**config.mk**
```make
export PLATFORM = sky130hd
export DESIGN_NAME = ad79x8_responder
export DESIGN_NICKNAME = d
export VERILOG_FILES = /design/src/rtl/ad79x8_pkg.sv /design/src/rtl/ad79x8_sequencer.sv /design/src/rtl/ad79x8_responder.sv
export SDC_FILE = /design/constraint.sdc
export NUM_CORES = 1
export LEC_CHECK = 0
export ABC_AREA = 0
export CAP_MARGIN = 10
export CORE_MARGIN = 4
export CORE_UTILIZATION = 44
export CTS_BUF_LIST = sky130_fd_sc_hd__clkbuf_2 sky130_fd_sc_hd__clkbuf_4 sky130_fd_sc_hd__clkbuf_8
export CTS_CLUSTER_DIAMETER = 120
export CTS_CLUSTER_SIZE = 24
export DETAILED_ROUTE_END_ITERATION = 16
export MAX_ROUTING_LAYER = met4
export PLACE_DENSITY = 0.79
export SLEW_MARGIN = 40
export SYNTH_ARGS = -nofsm -noshare
export SYNTH_HDL_FRONTEND = slang
export SYNTH_SLANG_ARGS = --single-unit
```
**constraint.sdc**
```tcl
create_clock -name sclk -period 2.4 [get_ports sclk]
set_clock_uncertainty 0.05 [all_clocks]
set_input_delay 0.36 -clock sclk [delete_from_list [all_inputs] [get_ports sclk]]
set_output_delay 0.36 -clock sclk [all_outputs]
set_load 0.005 [all_outputs]
```
**src/rtl/ad79x8_pkg.sv**
```systemverilog
// Shared constants and types for the AD79x8 SPI-slave responder.
package ad79x8_pkg;

    localparam int unsigned FRAME_BITS = 16;
    localparam int unsigned CTRL_BITS  = 12;
    localparam int unsigned TAIL_BITS  = FRAME_BITS - CTRL_BITS;
    localparam int unsigned ADDR_BITS  = 3;
    localparam int unsigned DATA_BITS  = 12;
    localparam int unsigned CNT_BITS   = 4;

    // Control register bit positions
    localparam int unsigned BIT_WRITE  = 11;
    localparam int unsigned BIT_SEQ    = 10;
    localparam int unsigned BIT_ADD_HI = 8;
    localparam int unsigned BIT_ADD_LO = 6;
    localparam int unsigned BIT_PM_HI  = 5;
    localparam int unsigned BIT_PM_LO  = 4;
    localparam int unsigned BIT_SHADOW = 3;
    localparam int unsigned BIT_RANGE  = 1;
    localparam int unsigned BIT_CODING = 0;

    typedef enum logic [1:0] {
        PM_AUTO_SD = 2'b01,
        PM_FULL_SD = 2'b10,
        PM_NORMAL  = 2'b11
    } pm_e;

    localparam logic [CTRL_BITS-1:0] CTRL_RST = 12'h031;

    // Result word as shifted out on dout
    typedef struct packed {
        logic                 zero;
        logic [ADDR_BITS-1:0] addr;
        logic [DATA_BITS-1:0] data;
    } tx_word_t;

    // SYNC: waiting for cs high after reset before accepting a frame
    typedef enum logic {
        ST_SYNC  = 1'b0,
        ST_READY = 1'b1
    } link_state_e;

endpackage

```
**src/rtl/ad79x8_sequencer.sv**
```systemverilog
// Channel sequencer: picks the channel to convert for the next frame.
module ad79x8_sequencer
    import ad79x8_pkg::*;
(
    input  logic                 clk,
    input  logic                 rst_n,
    input  logic                 frame_end,
    input  logic                 write,
    input  logic                 seq,
    input  logic                 shadow,
    input  logic [ADDR_BITS-1:0] add,
    input  logic [ADDR_BITS-1:0] cur_channel,
    output logic [ADDR_BITS-1:0] nxt_channel_c
);

    logic                 seq_active;
    logic [ADDR_BITS-1:0] seq_last;
    logic                 start_seq_c;

    // Shadow modes are not modelled; they fall back to a plain addressed write
    assign start_seq_c = write & seq & ~shadow;

    always_comb begin
        nxt_channel_c = cur_channel;
        if (start_seq_c) begin
            nxt_channel_c = '0;
        end else if (write) begin
            nxt_channel_c = add;
        end else if (seq_active) begin
            nxt_channel_c = (cur_channel == seq_last) ? '0 : cur_channel + 1'b1;
        end
    end

    always_ff @(posedge clk or negedge rst_n) begin
        if (!rst_n) begin
            seq_active <= 1'b0;
            seq_last   <= '0;
        end else if (frame_end) begin
            if (start_seq_c) begin
                seq_active <= 1'b1;
                seq_last   <= add;
            end else if (write) begin
                seq_active <= 1'b0;
            end
        end
    end

endmodule

```
**src/rtl/ad79x8_responder.sv**
```systemverilog
// Device-side AD7908/AD7918/AD7928 serial model: control frame in, result word out,
// sample values taken from a parallel per-channel bus.
module ad79x8_responder
    import ad79x8_pkg::*;
#(
    parameter int unsigned RES_BITS = 12,
    parameter int unsigned NUM_CH   = 8
) (
    input  logic                       sclk,
    input  logic                       rst_n,
    input  logic                       cs,
    input  logic                       din,
    output logic                       dout,
    output logic                       dout_en,
    input  logic [NUM_CH*RES_BITS-1:0] ch_data,
    output logic [CTRL_BITS-1:0]       ctrl_reg,
    output logic [ADDR_BITS-1:0]       cur_channel,
    output logic                       frame_done
);

    localparam int unsigned PAD_BITS = DATA_BITS - RES_BITS;

    link_state_e           state;
    link_state_e           state_nxt;
    logic                  shift_en;
    logic                  frame_end;

    logic [FRAME_BITS-2:0] rx_shift;
    logic [FRAME_BITS-1:0] rx_c;
    logic [CNT_BITS-1:0]   bit_cnt;
    logic [FRAME_BITS-1:0] tx_shift;
    logic [FRAME_BITS-1:0] tx_hold;
    logic [CTRL_BITS-1:0]  ctrl_q;
    logic [CTRL_BITS-1:0]  ctrl_rx;
    logic [CTRL_BITS-1:0]  ctrl_nxt;
    logic [ADDR_BITS-1:0]  nxt_ch_c;
    logic                  rx_tail_unused;

    logic [RES_BITS-1:0]   samples [NUM_CH];
    logic [RES_BITS-1:0]   sample_sel;
    logic [DATA_BITS-1:0]  data_fmt;
    tx_word_t              tx_load;

    for (genvar n = 0; n < NUM_CH; n++) begin : g_unpack
        assign samples[n] = ch_data[n*RES_BITS +: RES_BITS];
    end

    // Frame-level word as it stands on the edge being evaluated
    assign rx_c           = {rx_shift, din};
    assign ctrl_rx        = rx_c[FRAME_BITS-1 -: CTRL_BITS];
    assign rx_tail_unused = ^rx_c[TAIL_BITS-1:0];
    assign ctrl_nxt       = ctrl_rx[BIT_WRITE] ? ctrl_rx : ctrl_q;
    assign ctrl_reg       = ctrl_q;

    always_ff @(posedge sclk or negedge rst_n) begin
        if (!rst_n) begin
            state <= ST_SYNC;
        end else begin
            state <= state_nxt;
        end
    end

    always_comb begin
        state_nxt = state;
        shift_en  = 1'b0;
        frame_end = 1'b0;
        dout_en   = 1'b0;
        dout      = 1'b0;
        case (state)
            ST_SYNC: begin
                if (cs) begin
                    state_nxt = ST_READY;
                end
            end
            ST_READY: begin
                shift_en  = ~cs;
                frame_end = ~cs && (bit_cnt == CNT_BITS'(FRAME_BITS - 1));
                dout_en   = ~cs;
                dout      = tx_shift[FRAME_BITS-1] & ~cs;
            end
            default: state_nxt = ST_SYNC;
        endcase
    end

    ad79x8_sequencer u_seq (
        .clk           (sclk),
        .rst_n         (rst_n),
        .frame_end     (frame_end),
        .write         (ctrl_rx[BIT_WRITE]),
        .seq           (ctrl_rx[BIT_SEQ]),
        .shadow        (ctrl_rx[BIT_SHADOW]),
        .add           (ctrl_rx[BIT_ADD_HI:BIT_ADD_LO]),
        .cur_channel   (cur_channel),
        .nxt_channel_c (nxt_ch_c)
    );

    // Result formatting uses the control word that takes effect at this frame end
    always_comb begin
        sample_sel = samples[nxt_ch_c];
        if (!ctrl_nxt[BIT_CODING]) begin
            sample_sel[RES_BITS-1] = ~sample_sel[RES_BITS-1];
        end
        data_fmt = DATA_BITS'(sample_sel) << PAD_BITS;
        if (ctrl_nxt[BIT_PM_HI:BIT_PM_LO] == PM_FULL_SD) begin
            data_fmt = '0;
        end
        tx_load.zero = 1'b0;
        tx_load.addr = nxt_ch_c;
        tx_load.data = data_fmt;
    end

    always_ff @(posedge sclk or negedge rst_n) begin
        if (!rst_n) begin
            rx_shift    <= '0;
            bit_cnt     <= '0;
            tx_shift    <= '0;
            tx_hold     <= '0;
            ctrl_q      <= CTRL_RST;
            cur_channel <= '0;
            frame_done  <= 1'b0;
        end else begin
            frame_done <= 1'b0;
            if (shift_en) begin
                rx_shift <= rx_c[FRAME_BITS-2:0];
                if (frame_end) begin
                    bit_cnt     <= '0;
                    ctrl_q      <= ctrl_nxt;
                    cur_channel <= nxt_ch_c;
                    tx_shift    <= tx_load;
                    tx_hold     <= tx_load;
                    frame_done  <= 1'b1;
                end else begin
                    bit_cnt  <= bit_cnt + 1'b1;
                    tx_shift <= {tx_shift[FRAME_BITS-2:0], 1'b0};
                end
            end else if (state == ST_READY) begin
                // cs high: drop any partial frame and re-arm the pending result
                bit_cnt  <= '0;
                tx_shift <= tx_hold;
            end
        end
    end

endmodule

```
==> impl_results.rst, run 1 <==
.. list-table::
   :header-rows: 1

   * - Metric
     - Value
   * - Reg area
     - 0.00171 mm^2
   * - Final instance count without filler cells
     - 659
   * - Die outline width
     - 102 um
   * - TritonCTS clock tree
     - built
   * - Cts bufs inserted
     - 9
   * - Number of antenna cells inserted
     - 0
   * - Worst path setup slack after routing
     - 0.0363 ns
   * - Relative area change from synthesis to final layout
     - 46.5%
   * - Final worst path period need
     - 2.36 ns
   * - Minimum hold slack
     - 0.421 ns
   * - Max-cap viol count
     - 0
   * - Worst voltage drop across the vdd grid
     - 383 uV
   * - RSZ-0062 raised after global routing
     - true
   * - Worst-Margin Slew
     - 0.590 ns
   * - Number of synthesized register bits
     - 68
   * - Residual DRC count
     - 0
   * - Post-place setup slack
     - 0.0132 ns
   * - Outcome
     - finished, final reports clean
   * - Count of distinct cell types in the synthesized netlist
     - 47
   * - Initial core utilization
     - 0.462
   * - Chip height
     - 102 um
   * - Worst Path Class, Setup
     - reg2reg
   * - Class of the tightest hold or removal check
     - reg2reg
   * - Synthesized netlist net count
     - 523
   * - Share of async-settable or async-resettable flops after synthesis
     - 1.00
   * - Layout Utilization
     - 0.677
   * - Number of buffer cells added on primary ports
     - 117
   * - Per-instance average area after synthesis
     - 9.20 um^2
   * - Vias in the first global route
     - 3628
   * - Yosys top cell area share
     - 0.420
   * - Type of destination of the critical path
     - register
   * - Number of nets in the layout
     - 651
   * - Boundary pin count
     - 118
   * - Largest fanout on the critical path
     - 13
   * - Post-DR vias/cell
     - 5.72
   * - Total of endpoints with negative setup slack in the final report
     - 0
   * - Warnings from Yosys
     - 0
   * - First drt pass iteration count
     - 6
   * - Antenna violations before repair
     - 0
   * - Clock-pin slew on the worst setup and hold paths
     - 0.08 ns
   * - CTS root buf
     - sky130_fd_sc_hd__clkbuf_8
   * - CTS H-tree depth
     - 3
   * - Placed inst area
     - 0.00524 mm^2
   * - Most common cell after layout, fill and taps aside
     - sky130_fd_sc_hd__clkdlybuf4s50_1
   * - Leading registers by flop count
     - tx_shift x16, rx_shift x15
   * - Number of routed nets with antenna violations
     - 0
   * - Startpoint Class
     - register
   * - Required time of the worst setup path
     - 2.57 ns
   * - Clk sink count
     - 68
   * - Via Count
     - 3769
   * - Layout fillers
     - 617
   * - Fin. max-slew vios
     - 0
   * - Worst-Skew Late Latency
     - 0.33 ns
   * - Clk buf depth
     - 2
   * - Summed area of non-filler cells in the final layout
     - 0.00568 mm^2
   * - Largest register by flop count
     - tx_shift
   * - Count of endpoints failing hold in the final timing report
     - 0
   * - Multi-input logic area
     - 0.00212 mm^2
   * - Placed Cells incl. Taps
     - 636
   * - Part of the Yosys area used for sequential elements
     - 0.440
   * - Total core area
     - 0.00838 mm^2
   * - Final worst path period share
     - 0.985
   * - Detailed placer's ending HPWL
     - 8.34 mm
   * - GRT Util Overall
     - 0.218
   * - Aggregate negative setup slack
     - 0 ns
   * - Data arrival time of the worst path
     - 2.53 ns
   * - Pin count of the biggest net entering global routing
     - 45
   * - Headroom to the max-slew limit
     - 0.607
   * - Per-cell routed wire length
     - 17.8 um
   * - Layout cell share with drive strength beyond 1
     - 0.177
   * - EDFF count, synth
     - 0
   * - Total congestion overflow after global routing
     - 0
   * - Post-layout power
     - 3.91 mW
   * - Cell type with the highest aggregate area in the netlist
     - sky130_fd_sc_hd__dfrtp_1
   * - Cell count after synthesis
     - 421
   * - Leakage
     - 2.47 nW
   * - Site Rows
     - 33
   * - Area of the mapped netlist
     - 0.00387 mm^2
   * - Die area
     - 0.0104 mm^2
   * - Achievable frequency
     - 0.423 GHz
   * - Wire length of the first global-routing pass
     - 17.5 mm
   * - Total wire length after detailed routing
     - 11.7 mm
   * - Commonest non-fill, non-tap cells in the layout
     - 116 x sky130_fd_sc_hd__clkdlybuf4s50_1, 99 x sky130_fd_sc_hd__nand2_1, 64 x sky130_fd_sc_hd__dfrtp_1, 27 x sky130_fd_sc_hd__a21oi_1
   * - Largest register FFs
     - 16
   * - Power density normalized to cell area
     - 689 mW/mm^2
   * - Starting DRT DRC Count
     - 266
   * - Largest cells by area after synthesis
     - sky130_fd_sc_hd__dfrtp_1 42%, sky130_fd_sc_hd__nand2_1 9.6%, sky130_fd_sc_hd__mux2i_1 6.5%, sky130_fd_sc_hd__a221oi_1 5.0%, sky130_fd_sc_hd__mux2_2 4.6%
   * - Dominant register cell in the synthesized netlist
     - sky130_fd_sc_hd__dfrtp_1
   * - Global placer's final weighted congestion
     - 0.844
-- cell usage after synthesis, types with 3 or more instances --
master	instances
sky130_fd_sc_hd__o21ai_1	21
sky130_fd_sc_hd__xnor2_1	3
sky130_fd_sc_hd__nand3_1	4
sky130_fd_sc_hd__o21ai_0	21
sky130_fd_sc_hd__buf_2	8
sky130_fd_sc_hd__o211ai_1	18
sky130_fd_sc_hd__nor2_1	3
sky130_fd_sc_hd__o21a_1	3
sky130_fd_sc_hd__dfrtp_1	65
sky130_fd_sc_hd__mux2_1	9
sky130_fd_sc_hd__dfstp_2	3
sky130_fd_sc_hd__a21oi_1	27
sky130_fd_sc_hd__nor2b_1	4
sky130_fd_sc_hd__nand2_1	99
sky130_fd_sc_hd__clkbuf_1	13
sky130_fd_sc_hd__mux2i_1	25
sky130_fd_sc_hd__buf_4	6
sky130_fd_sc_hd__and2_1	3
sky130_fd_sc_hd__mux2_2	16
sky130_fd_sc_hd__a221oi_1	22
sky130_fd_sc_hd__inv_1	12
sky130_fd_sc_hd__buf_1	3
-- what timing repair did --
action	in CTS	in global routing
setup endpoints to repair	2	22
hold buffers	1	0
gates resized for setup	1	29
buffers inserted	0	4
endpoints found under the hold margin	23	0
pin swaps	0	5
gates cloned	0	2
-- worst max-delay path: stages (launching register included) --
cell and delay, ns:
sky130_fd_sc_hd__dfrtp_2 0.45, sky130_fd_sc_hd__ha_1 0.26, sky130_fd_sc_hd__xor2_1 0.16, sky130_fd_sc_hd__and4_2 0.33, sky130_fd_sc_hd__o21a_4 0.17, sky130_fd_sc_hd__buf_4 0.22
sky130_fd_sc_hd__a221oi_1 0.08, sky130_fd_sc_hd__o21a_1 0.20, sky130_fd_sc_hd__a311o_1 0.32
-- path summary, 6_finish.rpt --
check | from | end | slack, ns | depth (start not counted)
max in group asynchronous | rst_n | ctrl_reg[5] | 1.11 | 3
min in group asynchronous | rst_n | rx_shift[0] | 0.50 | 2
min | ctrl_reg[11] | ctrl_reg[11] | 0.42 | 1
max reg2reg | cur_channel[0] | tx_shift[0] | 0.04 | 8
max | cur_channel[0] | tx_shift[0] | 0.04 | 8
min reg2reg | ctrl_reg[11] | ctrl_reg[11] | 0.42 | 1
-- logic make-up after synthesis --
| kind of cell | Yosys count | synth area share |
|---|---|---|
| flip-flops | 68 | 0.440 |
| XOR/XNOR | 4 | 0.00904 |
| AND/OR/NAND/NOR | 125 | 0.138 |
| buffers and inverters | 46 | 0.0568 |
| adder cells (fa/ha/maj) | 2 | 0.00646 |
| multiplexers | 50 | 0.137 |
| AO/OA/AOI/OAI | 126 | 0.212 |
-- power breakdown --
group          switching, mW  internal, mW  total, mW
Combinational          0.829         0.799       1.63
Sequential             0.107          1.25       1.36
Clock                  0.429         0.491      0.920
-- layout make-up --
type,count,share of cell area
multi-input cells,308,0.373
flip-flops and latches,68,0.301
repair buffers,148,0.259
clock buffers,10,0.0231
well taps,105,0.0231
clock inverters,6,0.0112
inverters,14,0.00926
-- per-layer routing --
metal | wire (um) | global-route usage
met3 | 753 | 0.0341
met4 | 210 | 0.0565
met1 | 5040 | 0.292
met5 | 0 | -
met2 | 5710 | 0.350
Power figures use the tool's default switching activity.
==> run 2: changes to the inputs <==
--- a/config.mk
+++ b/config.mk
@@ -19,3 +19,4 @@
 export SYNTH_ARGS = -nofsm -noshare
 export SYNTH_HDL_FRONTEND = slang
 export SYNTH_SLANG_ARGS = --single-unit
+export TNS_END_PERCENT = 30
==> impl_results.rst, run 2 (synthesis gave the netlist of run 1 again) <==
.. list-table::
   :header-rows: 1

   * - Metric
     - Value
   * - Outcome
     - finished, violations left
   * - Failing checks
     - negative setup slack
   * - First drt pass iteration count
     - 5 (-1)
   * - Total congestion overflow after global routing
     - 0 (unchanged)
   * - Number of nets in the layout
     - 648 (-0.46%)
   * - Leakage
     - 2.45 nW (-0.90%)
   * - Max-cap viol count
     - 0 (unchanged)
   * - Layout fillers
     - 623 (+0.97%)
   * - Number of antenna cells inserted
     - 0 (unchanged)
   * - Total wire length after detailed routing
     - 11.4 mm (-2.4%)
   * - Site Rows
     - 33 (unchanged)
   * - Clk buf depth
     - 2 (unchanged)
   * - Wire length of the first global-routing pass
     - 17.5 mm (unchanged)
   * - GRT Util Overall
     - 0.218 (unchanged)
   * - Pin count of the biggest net entering global routing
     - 45 (unchanged)
   * - Class of the tightest hold or removal check
     - reg2reg
   * - Worst voltage drop across the vdd grid
     - 385 uV (+0.65%)
   * - Layout Utilization
     - 0.671 (-0.00582)
   * - Largest register by flop count
     - tx_shift
   * - Vias in the first global route
     - 3628 (unchanged)
   * - Boundary pin count
     - 118 (unchanged)
   * - Relative area change from synthesis to final layout
     - 45.2%
   * - Detailed placer's ending HPWL
     - 8.34 mm (unchanged)
   * - Data arrival time of the worst path
     - 2.57 ns (+0.04 ns)
   * - Worst-Skew Late Latency
     - 0.34 ns (about the same)
   * - Start point of the worst hold path
     - ctrl_reg[11]
   * - Die area
     - 0.0104 mm^2 (unchanged)
   * - Leading registers by flop count
     - tx_shift x16, rx_shift x15
   * - Number of buffer cells added on primary ports
     - 117 (unchanged)
   * - Power density normalized to cell area
     - 681 mW/mm^2 (-1.1%)
   * - Type of destination of the critical path
     - register
   * - Post-DR vias/cell
     - 5.60 (-2.0%)
   * - RSZ-0062 raised after global routing
     - true
   * - Reg-to-reg startpoint
     - cur_channel[0]
   * - Final instance count without filler cells
     - 656 (-0.46%)
   * - Total of endpoints with negative setup slack in the final report
     - 1 (+1)
   * - Most common cell after layout, fill and taps aside
     - sky130_fd_sc_hd__clkdlybuf4s50_1
   * - Starting DRT DRC Count
     - 237 (-11%)
   * - Final worst path period need
     - 2.40 ns (+0.0383 ns)
   * - Count of endpoints failing hold in the final timing report
     - 0 (unchanged)
   * - TritonCTS clock tree
     - built
   * - Largest fanout on the critical path
     - 4 (-9)
   * - CTS root buf
     - sky130_fd_sc_hd__clkbuf_8
   * - Reg area
     - 0.00171 mm^2 (unchanged)
   * - Placed Cells incl. Taps
     - 636 (unchanged)
   * - Global placer's final weighted congestion
     - 0.844 (unchanged)
   * - Per-cell routed wire length
     - 17.4 um (-2.0%)
   * - Worst Path Class, Setup
     - reg2reg
   * - Total core area
     - 0.00838 mm^2 (unchanged)
   * - Fin. max-slew vios
     - 0 (unchanged)
   * - Commonest non-fill, non-tap cells in the layout
     - 116 x sky130_fd_sc_hd__clkdlybuf4s50_1, 99 x sky130_fd_sc_hd__nand2_1, 64 x sky130_fd_sc_hd__dfrtp_1, 27 x sky130_fd_sc_hd__a21oi_1, 25 x sky130_fd_sc_hd__mux2i_1
   * - Initial core utilization
     - 0.462 (unchanged)
   * - Required time of the worst setup path
     - 2.57 ns (about the same)
   * - Summed area of non-filler cells in the final layout
     - 0.00563 mm^2 (-0.86%)
   * - Worst R2R Setup Slack
     - -0.002 ns (-0.04 ns)
   * - Die outline width
     - 102 um (unchanged)
   * - CTS H-tree depth
     - 3 (unchanged)
   * - Multi-input logic area
     - 0.00210 mm^2 (-0.83%)
   * - Residual DRC count
     - 0 (unchanged)
   * - Layout cell share with drive strength beyond 1
     - 0.169 (-0.00811)
   * - Number of routed nets with antenna violations
     - 0 (unchanged)
   * - Headroom to the max-slew limit
     - 0.605 (-0.00223)
   * - Chip height
     - 102 um (unchanged)
   * - Clk sink count
     - 68 (unchanged)
   * - Cts bufs inserted
     - 9 (unchanged)
   * - Worst-Margin Slew
     - 0.593 ns (+0.00334 ns)
   * - Largest register FFs
     - 16 (unchanged)
   * - Worst path setup slack after routing
     - -0.00203 ns (-0.0383 ns)
   * - Antenna violations before repair
     - 0 (unchanged)
   * - Clock-pin slew on the worst setup and hold paths
     - 0.08 ns (about the same)
   * - Via Count
     - 3676 (-2.5%)
   * - Post-layout power
     - 3.83 mW (-2.0%)
   * - Achievable frequency
     - 0.416 GHz (-1.6%)
   * - Critical path startpoint
     - cur_channel[0]
   * - Placed inst area
     - 0.00524 mm^2 (unchanged)
   * - Final worst path period share
     - 1.00 (+0.0160)
   * - Startpoint Class
     - register
   * - Minimum hold slack
     - 0.422 ns (+0.000563 ns)
run 2: what timing repair did:
| item | CTS | global route |
|---|---|---|
| buffers inserted | 0 | 1 |
| resized for setup | 1 | 27 |
| hold endpoints to repair | 23 | 0 |
| setup endpoints to repair | 2 | 22 |
| pin swaps | 0 | 5 |
| gates cloned | 0 | 2 |
| hold buffers | 1 | 0 |
run 2: worst max-delay path: stages, from the launching register on:
cell,delay (ns)
sky130_fd_sc_hd__dfrtp_2,0.46
sky130_fd_sc_hd__xnor2_2,0.32
sky130_fd_sc_hd__a311oi_2,0.17
sky130_fd_sc_hd__buf_4,0.17
sky130_fd_sc_hd__o31ai_4,0.29
sky130_fd_sc_hd__o211ai_1,0.16
sky130_fd_sc_hd__and4_1,0.23
sky130_fd_sc_hd__a2111oi_4,0.35
sky130_fd_sc_hd__nand2_1,0.09
run 2: final cells by class:
class | count | share of cell area
Timing Repair Buffer | 145 | 0.256
Sequential cell | 68 | 0.303
Inverter | 14 | 0.00934
Tap cell | 105 | 0.0233
Clock inverter | 6 | 0.0113
Clock buffer | 10 | 0.0233
Multi-Input combinational cell | 308 | 0.373
run 2: final timing paths:
| path | end | depth (start not counted) |
|---|---|---|
| hold / removal | ctrl_reg[11] | 1 |
| min in group asynchronous | rx_shift[0] | 2 |
| setup / recovery | tx_shift[11] | 8 |
| max in group asynchronous | ctrl_reg[5] | 3 |
| setup reg to reg | tx_shift[11] | 8 |
| hold reg to reg | ctrl_reg[11] | 1 |
run 2: report_power, final:
group	total (mW)	switching (mW)	internal, mW
clock network	0.927	0.436	0.491
logic	1.54	0.790	0.754
registers	1.36	0.107	1.25
total	3.83	1.33	2.50
run 2: metal layers:
layer | GRT usage | routed length, um
met1 | 0.292 | 5080
met2 | 0.350 | 5570
met3 | 0.0341 | 640
met4 | 0.0565 | 135
met5 | - | 0
run 2: stage by stage:
stage | setup WS [ns] | TNS, ns
after global routing | -0.0904 | -0.873
after detailed placement | 0.0132 | 0
after floorplan | 0.178 | 0
after CTS | 0.00574 | 0
final | -0.00203 | -0.00203
after global placement | 0.0968 | 0
==> run 3: changes to the inputs <==
--- a/config.mk
+++ b/config.mk
@@ -15,6 +15,8 @@
 export DETAILED_ROUTE_END_ITERATION = 16
 export MAX_ROUTING_LAYER = met4
 export PLACE_DENSITY = 0.79
+export SETUP_SLACK_MARGIN = 0.05
+export SKIP_CTS_REPAIR_TIMING = 1
 export SLEW_MARGIN = 40
 export SYNTH_ARGS = -nofsm -noshare
 export SYNTH_HDL_FRONTEND = slang
==> impl_results.rst, run 3 (synthesis gave the netlist of run 1 again) <==
.. list-table::
   :header-rows: 1

   * - Metric
     - Value
   * - Die outline width
     - 102 um (unchanged)
   * - Worst path setup slack after routing
     - 0.0244 ns (+0.0264 ns)
   * - Clk sink count
     - 68 (unchanged)
   * - Cts bufs inserted
     - 9 (unchanged)
   * - Reg area
     - 0.00171 mm^2 (unchanged)
   * - Layout cell share with drive strength beyond 1
     - 0.185 (+0.0161)
   * - Type of destination of the critical path
     - register
   * - Data arrival time of the worst path
     - 2.60 ns (+0.03 ns)
   * - Class of the tightest hold or removal check
     - reg2reg
   * - Global placer's final weighted congestion
     - 0.844 (unchanged)
   * - Minimum hold slack
     - 0.421 ns (-0.000620 ns)
   * - Wire length of the first global-routing pass
     - 17.4 mm (about the same)
   * - Via Count
     - 3761 (+2.3%)
   * - Final worst path period share
     - 0.990 (-0.0110)
   * - Crit-path max cell delay
     - 0.45 ns (about the same)
   * - Vias in the first global route
     - 3624 (-0.11%)
   * - First drt pass iteration count
     - 5 (unchanged)
   * - Library cell contributing the largest single delay on the critical path
     - sky130_fd_sc_hd__dfrtp_1
   * - Outcome
     - finished, final reports clean
   * - Leakage
     - 2.49 nW (+1.4%)
   * - Pin count of the biggest net entering global routing
     - 45 (unchanged)
   * - Total core area
     - 0.00838 mm^2 (unchanged)
   * - Max-cap viol count
     - 0 (unchanged)
   * - Number of nets in the layout
     - 654 (+0.93%)
   * - Placed Cells incl. Taps
     - 636 (unchanged)
   * - Number of routed nets with antenna violations
     - 0 (unchanged)
   * - Clk buf depth
     - 2 (unchanged)
   * - Starting DRT DRC Count
     - 196 (-17%)
   * - Worst-Skew Late Latency
     - 0.34 ns (about the same)
   * - Clock-pin slew on the worst setup and hold paths
     - 0.08 ns (about the same)
   * - Residual DRC count
     - 0 (unchanged)
   * - Worst voltage drop across the vdd grid
     - 387 uV (+0.52%)
   * - Detailed placer's ending HPWL
     - 8.34 mm (unchanged)
   * - Most common cell after layout, fill and taps aside
     - sky130_fd_sc_hd__clkdlybuf4s50_1
   * - Count of cells along the worst register-to-register path
     - 11 (+3)
   * - Commonest non-fill, non-tap cells in the layout
     - 116 x sky130_fd_sc_hd__clkdlybuf4s50_1, 99 x sky130_fd_sc_hd__nand2_1, 64 x sky130_fd_sc_hd__dfrtp_1, 27 x sky130_fd_sc_hd__a21oi_1, 26 x sky130_fd_sc_hd__buf_4
   * - Fin. max-slew vios
     - 0 (unchanged)
   * - Worst-Margin Slew
     - 0.589 ns (-0.00353 ns)
   * - GRT Util Overall
     - 0.218 (about the same)
   * - TritonCTS clock tree
     - built
   * - Power density normalized to cell area
     - 681 mW/mm^2 (about the same)
   * - Layout Utilization
     - 0.682 (+0.0110)
   * - Post-place setup slack
     - 0.0132 ns (unchanged)
   * - Initial core utilization
     - 0.462 (unchanged)
   * - Required time of the worst setup path
     - 2.62 ns (+0.05 ns)
   * - Final worst path period need
     - 2.38 ns (-0.0264 ns)
   * - Total congestion overflow after global routing
     - 0 (unchanged)
   * - Boundary pin count
     - 118 (unchanged)
   * - Leading registers by flop count
     - tx_shift x16, rx_shift x15
   * - Met3 routed WL
     - 830 um (+30%)
   * - Die area
     - 0.0104 mm^2 (unchanged)
   * - DR top layer
     - met4
   * - Total wire length after detailed routing
     - 11.9 mm (+4.0%)
   * - Count of endpoints failing hold in the final timing report
     - 0 (unchanged)
   * - Fraction of power consumed by combinational cells
     - 0.411 (+0.008)
   * - Achievable frequency
     - 0.421 GHz (+1.1%)
   * - CTS root buf
     - sky130_fd_sc_hd__clkbuf_8
   * - M1 WL
     - 4.96 mm (-2.4%)
   * - Summed area of non-filler cells in the final layout
     - 0.00572 mm^2 (+1.6%)
   * - RSZ-0062 raised after global routing
     - true
   * - Number of antenna cells inserted
     - 0 (unchanged)
   * - Clock network fraction of design power
     - 0.239 (-0.003)
   * - Headroom to the max-slew limit
     - 0.607 (+0.00235)
   * - Worst Path Class, Setup
     - reg2reg
   * - Layout fillers
     - 612 (-1.8%)
   * - Total of endpoints with negative setup slack in the final report
     - 0 (-1)
   * - Placed inst area
     - 0.00524 mm^2 (unchanged)
   * - Antenna violations before repair
     - 0 (unchanged)
   * - Switching share of power
     - 0.349 (+0.00113)
   * - Post-layout power
     - 3.89 mW (+1.6%)
   * - Startpoint Class
     - register
   * - Number of cells on the worst hold path
     - 1 (unchanged)
   * - Largest fanout on the critical path
     - 14 (+10)
   * - Final instance count without filler cells
     - 662 (+0.91%)
   * - Flop pwr share
     - 0.351 (-0.004)
   * - Chip height
     - 102 um (unchanged)
   * - Site Rows
     - 33 (unchanged)
   * - Multi-input logic area
     - 0.00214 mm^2 (+2.1%)
   * - Post-DR vias/cell
     - 5.68 (+1.4%)
   * - Power spent charging and discharging nets
     - 1.36 mW (+1.9%)
   * - Largest register FFs
     - 16 (unchanged)
   * - Number of buffer cells added on primary ports
     - 117 (unchanged)
   * - Largest register by flop count
     - tx_shift
   * - Cell Chain, Critical Path
     - xnor2_2 > buf_4 > a31oi_4 > buf_4 > o21ai_2 > buf_6 > buf_4 > nand2_1 > a221oi_1 > o21ai_1 > nand2_1
   * - Internal cell power
     - 2.54 mW (+1.4%)
   * - Per-cell routed wire length
     - 18.0 um (+3.1%)
   * - Most used cell, CP
     - sky130_fd_sc_hd__buf_4
   * - Aggregate negative setup slack
     - 0 ns (+0.00203 ns)
   * - Relative area change from synthesis to final layout
     - 47.6%
   * - CTS H-tree depth
     - 3 (unchanged)
   * - Met2 routed wirelength
     - 5.87 mm (+5.3%)
[run 3: metal layers]
layer,global-route usage,up-vias
li1,-,1770
met2,0.350,167
met5,-,-
met1,0.292,1806
met3,0.0341,18
met4,0.0565,0
[run 3: power groups by stage]
stage | sequential [mW] | clock (mW) | combinational, mW
2_1_floorplan | 1.33 | 0 | 0.897
3_3_place_gp | 1.36 | 0 | 1.32
3_5_place_dp | 1.37 | 0 | 1.34
4_1_cts | 1.35 | 0.930 | 1.35
5_1_grt | 1.38 | 1.00 | 1.72
6_report | 1.37 | 0.929 | 1.60
[run 3: cell type report]
cell class,count,area share
inverter,14,0.00919
clock buffer,10,0.0230
tap,105,0.0230
multi-input combinational,308,0.375
timing repair buffer,151,0.261
clock inverter,6,0.0112
sequential,68,0.298
[run 3: worst paths after layout]
kind | start | endpoint | slack, ns
max | cur_channel[1] | tx_hold[5] | 0.02
min in group asynchronous | rst_n | rx_shift[2] | 0.50
max in group asynchronous | rst_n | ctrl_reg[5] | 1.11
min reg2reg | ctrl_reg[11] | ctrl_reg[11] | 0.42
max reg2reg | cur_channel[1] | tx_hold[5] | 0.02
min | ctrl_reg[11] | ctrl_reg[11] | 0.42
[run 3: critical path, delay by kind of cell (launching register included)]
kind            cells  cell delay [ns]
buf+inv             4             0.69
flops               1             0.45
compound gates      4             0.71
xor+xnor            1             0.27
simple gates        2             0.14
==> patch, RTL diff (flow settings as in run 1) <==
Change the package constant `BIT_PM_LO` from 4 to 3.
--- a/src/rtl/ad79x8_pkg.sv
+++ b/src/rtl/ad79x8_pkg.sv
@@ -14,7 +14,7 @@
     localparam int unsigned BIT_ADD_HI = 8;
     localparam int unsigned BIT_ADD_LO = 6;
     localparam int unsigned BIT_PM_HI  = 5;
-    localparam int unsigned BIT_PM_LO  = 4;
+    localparam int unsigned BIT_PM_LO  = 3;
     localparam int unsigned BIT_SHADOW = 3;
     localparam int unsigned BIT_RANGE  = 1;
     localparam int unsigned BIT_CODING = 0;
Formal check against the unedited RTL: same outputs for any inputs over 10 cycles, from zero or initial values and one cycle with rst_n low; that may be too few to reach the edited logic, so the function may still have changed.
==> patch against run 1 <==
- utilization up 4.1 points
- largest cell class unchanged
- sequential cell count unchanged
- total power up 3.6%
- wire length down 10%
- synthesized area down 6.3%
- setup slack worse by 0.17 ns
- critical endpoint is now tx_shift[11]$_DFFE_PN0P_
- the flow now finishes with violations (negative setup slack)
- final area down 0.13%
- synthesized cell count down 24%
==> patch: results (changes against run 1) <==
* Status: finished with violations (was finished clean)
* Failing checks: negative setup slack
* Total routed wirelength at 10.5 mm (was 11.7 mm)
* Fillers at 490 (was 617)
* Met2 Use GR at 0.368 (was 0.350)
* CP Data Arrival Time at 2.75 ns (was 2.53 ns)
* Max cap viols at 0 (unchanged)
* H-tree lvl count at 3 (unchanged)
* Beginning of the worst register-to-register path: cur_channel[0]$_DFFE_PN0P_ (unchanged)
* Post-DP HPWL at 7.33 mm (was 8.34 mm)
* Max IR drop VDD at 0.363 mV (was 0.383 mV)
* Post-synth ARST share at 1.00 (unchanged)
* Worst Path Max Fanout at 4 (was 13)
* Post-synth top cells: dfrtp_1, nand2_1, mux2_2 (was nand2_1, dfrtp_1, a21oi_1)
* Remaining global-route overflow at 0 (unchanged)
* Syn_nets at 421 (was 523)
* Total Routing Usage GR at 0.222 (was 0.218)
* Largest net degree at the start of global routing at 69 (was 45)
* # setup viols final at 12 (was 0)
* Avg WL per Cell at 18.2 um (was 17.8 um)
* Final setup margin at -0.136 ns (was 0.0363 ns)
* Num CTS Buffers at 9 (unchanged)
* Synth area leaders: dfrtp_1, mux4_2, mux2_2, nand2_1, o21ai_0 (was dfrtp_1, nand2_1, mux2i_1, a221oi_1, mux2_2)
* Netlist cell types at 47 (unchanged)
* Setup TNS at -0.553 ns (was 0 ns)
* Leakage at 2.39 nW (was 2.47 nW)
* Seq/Total Area, Yosys at 0.470 (was 0.440)
* Antenna violations before repair at 0 (unchanged)
* CTS clk-pin slew, worst paths at 0.07 ns
* DRT iter0 DRCs at 176 (was 266)
* Antenna Cells at 0 (unchanged)
* Share of cells above drive strength 1 at 0.295 (was 0.177)
* Met3 Use GR at 0.0502 (was 0.0341)
* Total Nets Final at 571 (was 651)
* Placed Area at 5150 um^2 (was 5240 um^2)
* First-pass GRT wire length at 16.7 mm (was 17.5 mm)
* GPL Wtd Cong at 0.927 (was 0.844)
* Worst Max-Slew Pin Slew at 0.510 ns (was 0.590 ns)
* Type of the most critical hold path: reg -> reg (unchanged)
* Cells after synthesis at 319 (was 421)
* Vias in the first global route at 3443 (was 3628)
* DR pass1 iterations at 4 (was 6)
* M1 GR Usage at 0.273 (was 0.292)
* Placed cell count at 549 (was 636)
* Yosys warns at 0 (unchanged)
* Critical Path Slowest Stage Cell: dfrtp_2 (unchanged)
* DR vias at 3188 (was 3769)
[patch: changes by cell type after synthesis, moves of 10 or more]
cell,run 1,this run
mux4_2,0,20
nand2_1,99,60
a21oi_1,27,5
o22ai_1,2,13
a31oi_1,1,11
a22oi_1,0,10
o211ai_1,18,0
a221oi_1,22,2
o21ai_1,21,1
mux2i_1,25,5
[patch: worst paths after layout]
check / depth (start not counted) / end / slack (ns)
min: 1 / ctrl_reg[11]$_DFFE_PN0P_ / 0.42
min in group asynchronous: 3 / rx_shift[6]$_DFFE_PN0P_ / 0.51
max in group asynchronous: 3 / ctrl_reg[4]$_DFFE_PN1P_ / 1.45
min reg2reg: 1 / ctrl_reg[11]$_DFFE_PN0P_ / 0.42
max reg2reg: 11 / tx_shift[11]$_DFFE_PN0P_ / -0.14
max: 11 / tx_shift[11]$_DFFE_PN0P_ / -0.14
[patch: per-stage QoR]
stage / hold slack (ns) / worst slack (ns)
floorplan: 0.0144 / -0.0409
CTS: 0.428 / -0.122
global placement: 0.357 / -0.0436
finish: 0.419 / -0.136
global route: 0.441 / -0.254
detailed placement: 0.358 / -0.114
[patch: repair_timing]
item / 4_1_cts / 5_1_grt
setup buffers: 4 / 4
setup endpoints to repair: 16 / 24
resized for setup: 18 / 9
hold buffers: 1 / 0
pin swaps: 11 / 12
gates cloned: 2 / 1
hold endpoints to repair: 65 / 0
[patch: layer usage]
| layer | routed length (um) | vias up |
|---|---|---|
| met5 | 0 | - |
| met4 | 197 | 0 |
| met3 | 729 | 15 |
| met2 | 5420 | 133 |
| met1 | 4140 | 1556 |
| li1 | - | 1484 |
[patch: cell families (layout without fill, tap and decap cells)]
family,Yosys count,count (layout),synth area share
and+or+nand+nor,85,85,0.110
muxes,51,51,0.227
adders and majority gates,2,2,0.00689
buffers and inverters,35,190,0.0475
AOI/OAI and AO/OA,75,75,0.132
DFF,68,68,0.470
xor gates and xnor gates,3,3,0.00724
[patch: worst reg2reg max path, delay by kind of cell, from the launching register on]
kind	cells	cell delay [ns]
xor+xnor	1	0.20
buf+inv	4	0.55
simple gates	2	0.47
compound gates	4	0.75
flops	1	0.45
[patch: final cells by class]
cell class              instances  area [um^2]  area share
clock buffers                  12          159      0.0280
flip-flops and latches         68         1710       0.301
multi-input cells             216         1890       0.334
repair buffers                162         1660       0.294
well taps                     102          128      0.0225
clock inverters                 4         72.6      0.0128
inverters                      12         45.0     0.00795
[patch: where the power goes]
part           leakage (nW)  total [W]  internal (W)  switching [W]
Sequential            0.874    0.00135       0.00126      0.0000913
Clock                 0.116    0.00109      0.000652       0.000439
Combinational          1.40    0.00161      0.000974       0.000632
Total                  2.39    0.00405       0.00289        0.00116
